File: src/rtl/wb_write_queue.sv
// wb_write_queue: in-order write-back FIFO with register-file drain and read forwarding (enabled by WBQ_FWD_EN)
module wb_write_queue #(
   parameter int DATA_W = 16,
   parameter int ADDR_W = 3,
   parameter int DEPTH  = 4
) (
   input  logic                      clk,
   input  logic                      rst_n,
   input  logic                      in_valid,
   output logic                      in_ready,
   input  logic [ADDR_W-1:0]         in_addr,
   input  logic [DATA_W-1:0]         in_data,
   input  logic                      wr_hold,
   output logic                      write_back,
   output logic [ADDR_W-1:0]         write_addr,
   output logic [DATA_W-1:0]         write_data,
   input  logic [ADDR_W-1:0]         src_addr,
   input  logic [ADDR_W-1:0]         dst_addr,
   output logic                      fwd_hit1,
   output logic                      fwd_hit2,
   output logic [DATA_W-1:0]         fwd_data1,
   output logic [DATA_W-1:0]         fwd_data2,
   output logic [$clog2(DEPTH):0]    count
);
   localparam int PW = $clog2(DEPTH);
   localparam int CW = PW + 1;
   logic [ADDR_W-1:0] addr_q [DEPTH];
   logic [DATA_W-1:0] data_q [DEPTH];
   logic [PW-1:0]     head, tail;
   logic              push, pop;
   assign pop        = (count != '0) && !wr_hold;
   assign in_ready   = (count < CW'(DEPTH)) || pop;
   assign push       = in_valid && in_ready;
   assign write_back = pop;
   assign write_addr = pop ? addr_q[head] : '0;
   assign write_data = pop ? data_q[head] : '0;
   always_ff @(posedge clk or negedge rst_n) begin
      if (!rst_n) begin
         head  <= '0;
         tail  <= '0;
         count <= '0;
         for (int i = 0; i < DEPTH; i++) begin
            addr_q[i] <= '0;
            data_q[i] <= '0;
         end
      end else begin
         if (push) begin
            addr_q[tail] <= in_addr;
            data_q[tail] <= in_data;
            tail         <= tail + 1'b1;
         end
         if (pop) head <= head + 1'b1;
         count <= count + CW'(push) - CW'(pop);
      end
   end
`ifdef WBQ_FWD_EN
   // Walk oldest to newest so the newest matching entry overwrites earlier hits.
   always_comb begin
      fwd_hit1  = 1'b0;
      fwd_hit2  = 1'b0;
      fwd_data1 = '0;
      fwd_data2 = '0;
      for (int i = 0; i < DEPTH; i++) begin
         if (CW'(i) < count) begin
            if (addr_q[head + PW'(i)] == dst_addr) begin
               fwd_hit1  = 1'b1;
               fwd_data1 = data_q[head + PW'(i)];
            end
            if (addr_q[head + PW'(i)] == src_addr) begin
               fwd_hit2  = 1'b1;
               fwd_data2 = data_q[head + PW'(i)];
            end
         end
      end
   end
`else
   logic unused_rd_addr;
   assign unused_rd_addr = ^{src_addr, dst_addr};
   assign fwd_hit1  = 1'b0;
   assign fwd_hit2  = 1'b0;
   assign fwd_data1 = '0;
   assign fwd_data2 = '0;
`endif
endmodule
File: config.mk
export PLATFORM = sky130hd
export DESIGN_NAME = wb_write_queue
export DESIGN_NICKNAME = d
export VERILOG_FILES = /design/src/rtl/wb_write_queue.sv
export SDC_FILE = /design/constraint.sdc
export NUM_CORES = 1
export LEC_CHECK = 0
export ABC_AREA = 1
export CORE_MARGIN = 2
export CORE_UTILIZATION = 58
export CTS_BUF_LIST = sky130_fd_sc_hd__clkbuf_8
export DETAILED_ROUTE_END_ITERATION = 8
export PLACE_DENSITY = 0.87
export RECOVER_POWER = 50
export SYNTH_ARGS = -nofsm -noshare
export SYNTH_HDL_FRONTEND = slang
export SYNTH_SLANG_ARGS = --single-unit
File: constraint.sdc
create_clock -name clk -period 4.9 [get_ports clk]
set_clock_uncertainty 0.15 [all_clocks]
set_input_delay 0.49 -clock clk [delete_from_list [all_inputs] [get_ports clk]]
set_output_delay 0.49 -clock clk [all_outputs]
set_load 0.03 [all_outputs]
After elaboration in Yosys (flattened, before gate mapping)
Index checks and enable logic that the tools add are counted.

storage, ports and cells
  register bits = 83
  output and inout bits = 58
  word-level logic and storage cells = 41
  input port bits = 29

cells by class
  bitwise logic cells = 2
  $lt $le $gt $ge = 4
  reduce and logical (&&, ||, !) cells = 6
  mux-type cells = 14
  add/subtract/negate cells = 4

operator list
  operator                                                               count
  64-bit bitwise mux                                                     1
  16-bit two-way mux                                                     4
  16-bit binary-select mux with 2-bit select                             1
  16-bit demux with 2-bit select                                         1
  12-bit bitwise mux                                                     1
  3-bit two-way mux                                                      4
  3-bit binary-select mux with 2-bit select                              1
  3-bit demux with 2-bit select                                          1
  3-bit >= comparator (second input constant)                            2
  2-bit NOT with 3-bit output                                            2
  2-bit by 1-bit adder with 2-bit output (second input constant)         2
  3-bit by 1-bit adder with 3-bit output                                 1
  1-bit logical AND                                                      3
  3-bit by 1-bit < comparator with 1-bit output (second input constant)  1
  3-bit < comparator (second input constant)                             1
  3-bit nonzero test                                                     1
  3-bit by 1-bit subtractor with 3-bit output                            1
  1-bit zero test                                                        1
  1-bit logical OR                                                       1

Logic depth before layout (Yosys ltp)
Gate-level depths: netlist of run 1.

  depth after elaboration = 6
  mapped depth = 13
  depth with buffers taken out = 13

Worst setup path before layout of run 1
OpenSTA, ideal clock, no wires.

  kind = flip-flop to flip-flop
  from = register count[2]
  to = register count[2]
  path slack = 2.455 ns
  clock period less this slack = 2.445 ns
  buffers on the path = 0
  setup time = 0.139 ns
  cell stages (with the launch flop) = 13
  arrival time = 2.155 ns
  required time = 4.611 ns
  path through = dfrtp_1 > nor2_1 > nand2_1 > nand2_1 > inv_1 > ha_1 > inv_1 > ha_1 > inv_1 > fa_1 > nand2_1 > nand2_1 > xor2_1

between the ends
  longest elaborated chain between the ends = 6
  elaborated cells on any way between the ends = 7
  those cells by class = 2 x add/sub; 1 x order compare; 4 x reduce/logical

ends and longest elaborated chain
  item                                             line  text
  start, declared                                  23    output logic [$clog2(DEPTH):0] count
  start signal, assigned                           53    count <= count + CW'(push) - CW'(pop);
  3-bit nonzero test (*)                           31    assign pop = (count != '0) && !wr_hold;
  1-bit logical AND (*)                            31
  named net write_back                             14    output logic write_back,
  1-bit logical OR                                 32    assign in_ready = (count < CW'(DEPTH)) || pop;
  1-bit logical AND                                33    assign push = in_valid && in_ready;
  3-bit by 1-bit adder with 3-bit output           53
  3-bit by 1-bit subtractor with 3-bit output (*)  53

The timed path passes the listed nets; every way through them passes the cells marked *.
A chain may end at the register's enable or synchronous reset.

Worst setup path after layout of run 1
  from = input port wr_hold
  to = output port write_data[2]

between the ends
  longest elaborated chain between the ends = 3

ends and longest elaborated chain
  item                line  text
  start, declared     13    input logic wr_hold,
  1-bit zero test     31
  1-bit logical AND   31
  16-bit two-way mux  36    assign write_data = pop ? data_q[head] : '0;
  end, declared       16    output logic [DATA_W-1:0] write_data,

No other way between the ends.

==> results of run 1 <==
## cell families after synthesis
group / after synthesis / synth area share, %
AOI/OAI and AO/OA: 97 / 14.0
DFF: 83 / 45.6
other: 1 / 0.0824
and+or+nand+nor: 207 / 19.3
xor gates and xnor gates: 3 / 0.578
buffers and inverters: 155 / 18.3
adders and majority gates: 7 / 2.09
## worst max path at each step
| stage | start | to | slack [ns] |
|---|---|---|---|
| finish | wr_hold | write_data[2] | 1.42 |
| global route | wr_hold | write_data[13] | 1.34 |
| CTS | head[1] | write_addr[0] | 1.54 |
| detailed placement | wr_hold | count[2] | 1.36 |
| global placement | wr_hold | count[2] | 1.48 |
| floorplan | count[2] | count[2] | 2.46 |
## cell type report
class	count	area, sq um	share of cell area, %
multi-input combinational	348	1730	34.6
timing repair buffer	49	478	9.57
clock buffer	10	138	2.76
tap	102	128	2.56
clock inverter	6	105	2.10
inverter	91	342	6.84
sequential	83	2080	41.6
## flip-flops by register name, summed over array words and instances (netlist names)
name,cells
tail,2
count,3
data_q,64
head,2
addr_q,12
## through the flow
| stage | hold slack (ns) | std cells | setup slack, ns |
|---|---|---|---|
| final | 0.374 | 689 | 1.42 |
| after global routing | 0.392 | 689 | 1.34 |
| after CTS | 0.206 | 689 | 1.54 |
| after detailed placement | 0.357 | 673 | 1.36 |
| after global placement | 0.350 | 673 | 1.48 |
| after floorplan | 0.0444 | 586 | 2.46 |
## cell usage in the layout, fill, tap and decap left out
cell type / count
clkbuf_2: 1
a21oi_1: 20
nor2_1: 2
clkdlybuf4s50_1: 43
clkinv_1: 1
clkinvlp_4: 1
nand2_1: 162
conb_1: 34
dlygate4sd3_1: 2
xnor2_1: 1
inv_1: 92
nor2_4: 4
clkbuf_8: 10
bufinv_16: 3
ha_1: 6
o21ai_2: 35
fa_1: 1
xor2_1: 2
dfrtp_1: 83
nand3_1: 38
buf_4: 3
o21ai_0: 38
o21ai_1: 4
nand2_4: 1
## power by group through the flow
stage | clock network, mW | logic (mW) | registers (mW)
4_1_cts | 0.598 | 1.77 | 1.13
6_report | 0.592 | 1.73 | 1.13
3_3_place_gp | 0 | 1.68 | 1.13
3_5_place_dp | 0 | 1.75 | 1.14
5_1_grt | 0.625 | 1.94 | 1.16
2_1_floorplan | 0 | 1.34 | 1.14
## layer usage
metal / part of all wire [%] / routed length (um)
met2: 50 / 4670
met1: 43 / 3970
met5: 0 / 0
met4: 1.0 / 97
met3: 5.6 / 518
## worst register-to-register path, cell delays in order (launching register included)
cell,delay (ns)
dfrtp_1,0.46
nor2_1,0.13
nand2_1,0.05
nand2_1,0.71
inv_1,0.22
ha_1,0.35
inv_1,0.07
ha_1,0.14
inv_1,0.05
fa_1,0.39
inv_1,0.07
nand2_1,0.04
nand2_1,0.07
xor2_1,0.14
==> out/results.md, run 1 <==
| Result | Value |
|:---|:---|
| Number of buffer and inverter instances along the worst setup path | 3 |
| Area growth from synthesis to final layout | 9.76% |
| Rows | 32 |
| Overflow after GRT | 0 |
| Placement Cell Area | 4790 sq um |
| Final cell area excluding filler cells | 4990 sq um |
| Endpoint of the lowest-slack register-to-register path | count[2] |
| Slowest cell on the critical path | clkdlybuf4s50_1 |
| Setup TNS | 0 ns |
| Startpoint of the lowest-slack hold path | data_q[57] |
| Synth Warn # | 0 |
| First-pass GRT wire length | 15.7 mm |
| Maximum ir drop on the vdd rail | 0.512 mV |
| Sort of element at the end of the critical path | output port |
| H-Tree Level Count | 3 |
| Full die area | 8570 sq um |
| Combined area of all synthesized cells | 4550 sq um |
| Category of the most critical setup path | input pin to output port |
| Post-CTS setup buffer count | 0 |
| Critical path's top delay family | buffers and inverters |
| Avg Vias per Cell | 4.98 |
| Initial antenna violation count | 0 |
| Asr flop ratio synth | 100% |
| Library cell with the highest instance count after synthesis | nand2_1 |
| Clock Latency Late Sink | 0.35 ns |
| Clk root buf | clkbuf_8 |
| Reported leakage power | 2.46 nW |
| Fraction of synthesized cell area taken by the top area cell type | 45.6% |
| Vias | 3433 |
| Drc violations | 0 |
| Overall Power | 3.46 mW |
| Number of max-slew violations in the final report | 84 |
| Dominant synthesized flop cell | dfrtp_1 |
| Synth Area per Inst | 8.23 sq um |
| Antenna diode count | 0 |
| Reg2Reg Depth | 13 |
| Proportion of power drawn by the clock network | 17.1% |
| Die W | 92.6 um |
| Die height | 92.6 um |
| Total of fill cells in the finished design | 649 |
| GRT Total Usage | 23.2% |
| Post-cts repair resize count | 0 |
| Share of the cycle needed by the critical path after routing | 71.0% |
| M2 GR Usage | 40.2% |
| Cell chain of the critical path | dlygate4sd3_1 -> inv_1 -> nand2_1 -> a21oi_1 -> clkdlybuf4s50_1 |
| Gr busiest metal | met2 |
| Total of flip-flops plus latches after synthesis | 83 |
| Delay of the slowest critical-path stage | 0.73 ns |
| Portion of total power attributed to sequential cells | 32.7% |
| Port-buffer cells | 46 |
| WHS Endpoint | data_q[57] |
| Remaining antenna violation count | 0 |
| Fraction of power spent switching nets | 42.6% |
| Result of the run | finished with violations |
| Peak fanout along the critical path | 23 |
| Reported max-cap violation count | 1 |
| Endpoint required time on the critical path | 4.26 ns |
| Routability-driven placement congestion ratio | 0.769 |
| I/O pin count | 87 |
| Count of flip-flops with a built-in enable after synthesis | 0 |
| Dominant cell type by area after synthesis | dfrtp_1 |
| Min Tclk post-route | 3.48 ns |
| Number of library cell types mapped by synthesis | 25 |
| Largest cells by area after synthesis | dfrtp_1 (46%), nand2_1 (13%), o21ai_2 (7.7%) |
| Routed length per instance | 13.4 um |
| Total power per unit cell area | 692 nW/um^2 |
| CP Launch Type | input pin |
| Half-perimeter wire length after detailed placement | 5.62 mm |
| Normalized max-slew margin | -33.0% |
| Top achievable clock speed | 288 MHz |
| Number of global-route vias before repair | 3479 |
| Cell internal power dissipation | 1.98 mW |
| Total core area | 7650 sq um |
| Pre-antenna DRT Iters | 4 |
| Final wirelength | 9.26 mm |
| CTS sink count | 83 |
| Effective utilization at floorplan | 59.5% |
| Unrepaired setup endpoints after global routing | false |
| Number of hold violations in the final report | 0 |
| Number of hold buffers added after cts | 0 |
| List of most frequent post-synthesis cells | nand2_1 (161), inv_1 (90), dfrtp_1 (83) |
| Worst min path class | register to register |
| Share of the yosys chip area belonging to registers | 45.6% |
| Levels on crit path | 5 |
| Setup slack on the worst flop-to-flop path | 1.80 ns |
| Final setup violating endpoints | 0 |
| Largest net degree at the start of global routing | 84 |
| Clock tree from TritonCTS | yes |
| Worst-Margin Slew | 1.99 ns |
| Layout cell share with drive strength beyond 1 | 9.88% |
| Post-CTS clock slew at the launch and capture registers of the worst setup and hold paths | 0.08 ns |
| Final core utilization | 65.3% |
| Inserted Clock Buffers | 9 |
| Count of routing violations after the opening detailed-route iteration | 211 |
| Failing checks | max-capacitance violations, max-slew violations |
| Net Switching | 1.47 mW |
| GR Layer Usage met1 | 29.4% |
| Hold Path Depth | 2 |
| Buffer levels on the longest clock path | 2 |
| Final #Nets | 618 |
| Startpoint of the worst-slack reg-to-reg timing path | count[2] |
| Cells after Synth | 553 |
| Logic pwr share | 50.2% |
| Crit path arrival time | 2.84 ns |
| Met3 track demand over resource in global routing | 4.64% |
No activity file was read; power rests on OpenSTA's default activity.
==> run 2, diff against run 1 <==
--- a/config.mk
+++ b/config.mk
@@ -7,10 +7,10 @@
 export LEC_CHECK = 0
 export ABC_AREA = 1
 export CORE_MARGIN = 2
-export CORE_UTILIZATION = 58
+export CORE_UTILIZATION = 49
 export CTS_BUF_LIST = sky130_fd_sc_hd__clkbuf_8
 export DETAILED_ROUTE_END_ITERATION = 8
-export PLACE_DENSITY = 0.87
+export PLACE_DENSITY = 0.78
 export RECOVER_POWER = 50
 export SYNTH_ARGS = -nofsm -noshare
 export SYNTH_HDL_FRONTEND = slang
==> constraint.sdc (replaced) <==
create_clock -name clk -period 3.01 [get_ports clk]
set_clock_uncertainty 0.15 [all_clocks]
set_input_delay 0.301 -clock clk [delete_from_list [all_inputs] [get_ports clk]]
set_output_delay 0.301 -clock clk [all_outputs]
set_load 0.03 [all_outputs]
==> out/results.md, run 2 (synthesized netlist as in run 1, its figures left out) <==
| Result | Value |
|:---|:---|
| Result of the run | finished with violations |
| Failing checks | max-capacitance violations, max-slew violations |
| Antenna diode count | 0 |
| I/O pin count | 87 |
| Post-cts repair resize count | 0 |
| Min Tclk post-route | 2.34 ns |
| Placement Cell Area | 4810 sq um |
| Number of max-slew violations in the final report | 84 |
| Normalized max-slew margin | -35.7% |
| Maximum ir drop on the vdd rail | 0.557 mV |
| Most common cell after layout, fill and taps aside | nand2_1 |
| Final setup violating endpoints | 0 |
| Avg Vias per Cell | 4.87 |
| Die W | 100 um |
| Reported max-cap violation count | 1 |
| Reported leakage power | 2.51 nW |
| Routed length per instance | 13.1 um |
| Die height | 100 um |
| Number of flip-flops under the largest register name | 64 |
| Post-CTS clock slew at the launch and capture registers of the worst setup and hold paths | 0.08 ns |
| Most frequent cells in the layout | nand2_1 (162), inv_1 (90), dfrtp_1 (83), o21ai_2 (39), nand3_1 (38) |
| Share of the cycle needed by the critical path after routing | 77.8% |
| First-pass GRT wire length | 15.8 mm |
| Rows | 35 |
| Setup TNS | 0 ns |
| Unrepaired setup endpoints after global routing | false |
| Worst-Margin Slew | 2.04 ns |
| Inserted Clock Buffers | 9 |
| Number of hold violations in the final report | 0 |
| H-Tree Level Count | 3 |
| Post-Layout Cell Count | 705 |
| Overflow after GRT | 0 |
| Overall Power | 5.44 mW |
| Count of routing violations after the opening detailed-route iteration | 223 |
| GRT Total Usage | 19.8% |
| Final wirelength | 9.26 mm |
| Drc violations | 0 |
| Number of hold buffers added after cts | 0 |
| Buffer levels on the longest clock path | 2 |
| Final #Nets | 625 |
| Setup crit start | count[2] |
| Post-CTS setup buffer count | 0 |
| Routability-driven placement congestion ratio | 0.758 |
| Final core utilization | 54.6% |
| Final worst setup slack | 0.669 ns |
| Number of global-route vias before repair | 3396 |
| Remaining antenna violation count | 0 |
| Final cell area excluding filler cells | 4970 sq um |
| Effective utilization at floorplan | 50.0% |
| Total core area | 9110 sq um |
| Pre-antenna DRT Iters | 4 |
| Clk root buf | clkbuf_8 |
| Category of the most critical setup path | register to register |
| Peak fanout along the critical path | 15 |
| Largest net degree at the start of global routing | 84 |
| Clock Latency Late Sink | 0.35 ns |
| Largest register by flop count | data_q |
| Crit path arrival time | 2.48 ns |
| Full die area | 10100 sq um |
| Top achievable clock speed | 427 MHz |
| Port-buffer cells | 46 |
| Registers with the most flip-flops | data_q: 64 flops, addr_q: 12 flops, count: 3 flops |
| Fin Hold WS | 0.371 ns |
| Startpoint of the worst-slack reg-to-reg timing path | count[2] |
| Clock tree from TritonCTS | yes |
| Area growth from synthesis to final layout | 9.32% |
| Initial antenna violation count | 0 |
| Setup slack at placement | 0.500 ns |
| Layout cell share with drive strength beyond 1 | 15.0% |
| CP Launch Type | register |
| Endpoint required time on the critical path | 3.15 ns |
| Total power per unit cell area | 1090 nW/um^2 |
| Worst min path class | input pin to asynchronous set/reset pin |
| Vias | 3436 |
| Dpl cells | 689 |
| CTS sink count | 83 |
| Half-perimeter wire length after detailed placement | 5.80 mm |
| Sort of element at the end of the critical path | register |
## run 2: worst paths after layout
path                              end  slack (ns)  cells past startpoint
hold / removal               count[2]        0.37                      1
max in group asynchronous  data_q[20]        1.14                      1
hold reg to reg            data_q[56]        0.37                      2
min in group clk           data_q[56]        0.37                      2
setup reg to reg           data_q[10]        0.67                      6
setup / recovery           data_q[10]        0.67                      6
## run 2: per-layer routing
| metal | track usage (%) | routed length (um) | vias to the layer above |
|---|---|---|---|
| met5 | 0 | 0 | - |
| met2 | 33.1 | 4490 | 111 |
| met4 | 5.27 | 108 | 0 |
| met3 | 5.08 | 685 | 10 |
| li1 | - | - | 1691 |
| met1 | 25.7 | 3980 | 1624 |
## run 2: critical path, cell delays in order, from the launching register on
cell     delay [ns]
dfrtp_1        0.42
nand2_1        0.20
nand2_8        0.12
nor2_1         0.87
buf_4          0.37
nand2_1        0.09
o21ai_2        0.06
## run 2: area by class of cell
class,count,area [sq um]
clock buffers,10,138
clock inverters,6,55.1
fillers,835,4130
inverters,91,342
multi-input cells,348,1740
flip-flops and latches,83,2080
well taps,111,139
repair buffers,56,480
## run 2: power breakdown
part           leakage [nW]  internal (mW)  switching, mW  total [mW]
combinational          1.39          0.984           1.83        2.82
clock                 0.106          0.399          0.394       0.793
sequential             1.01           1.66          0.165        1.83
total                  2.51           3.05           2.39        5.44
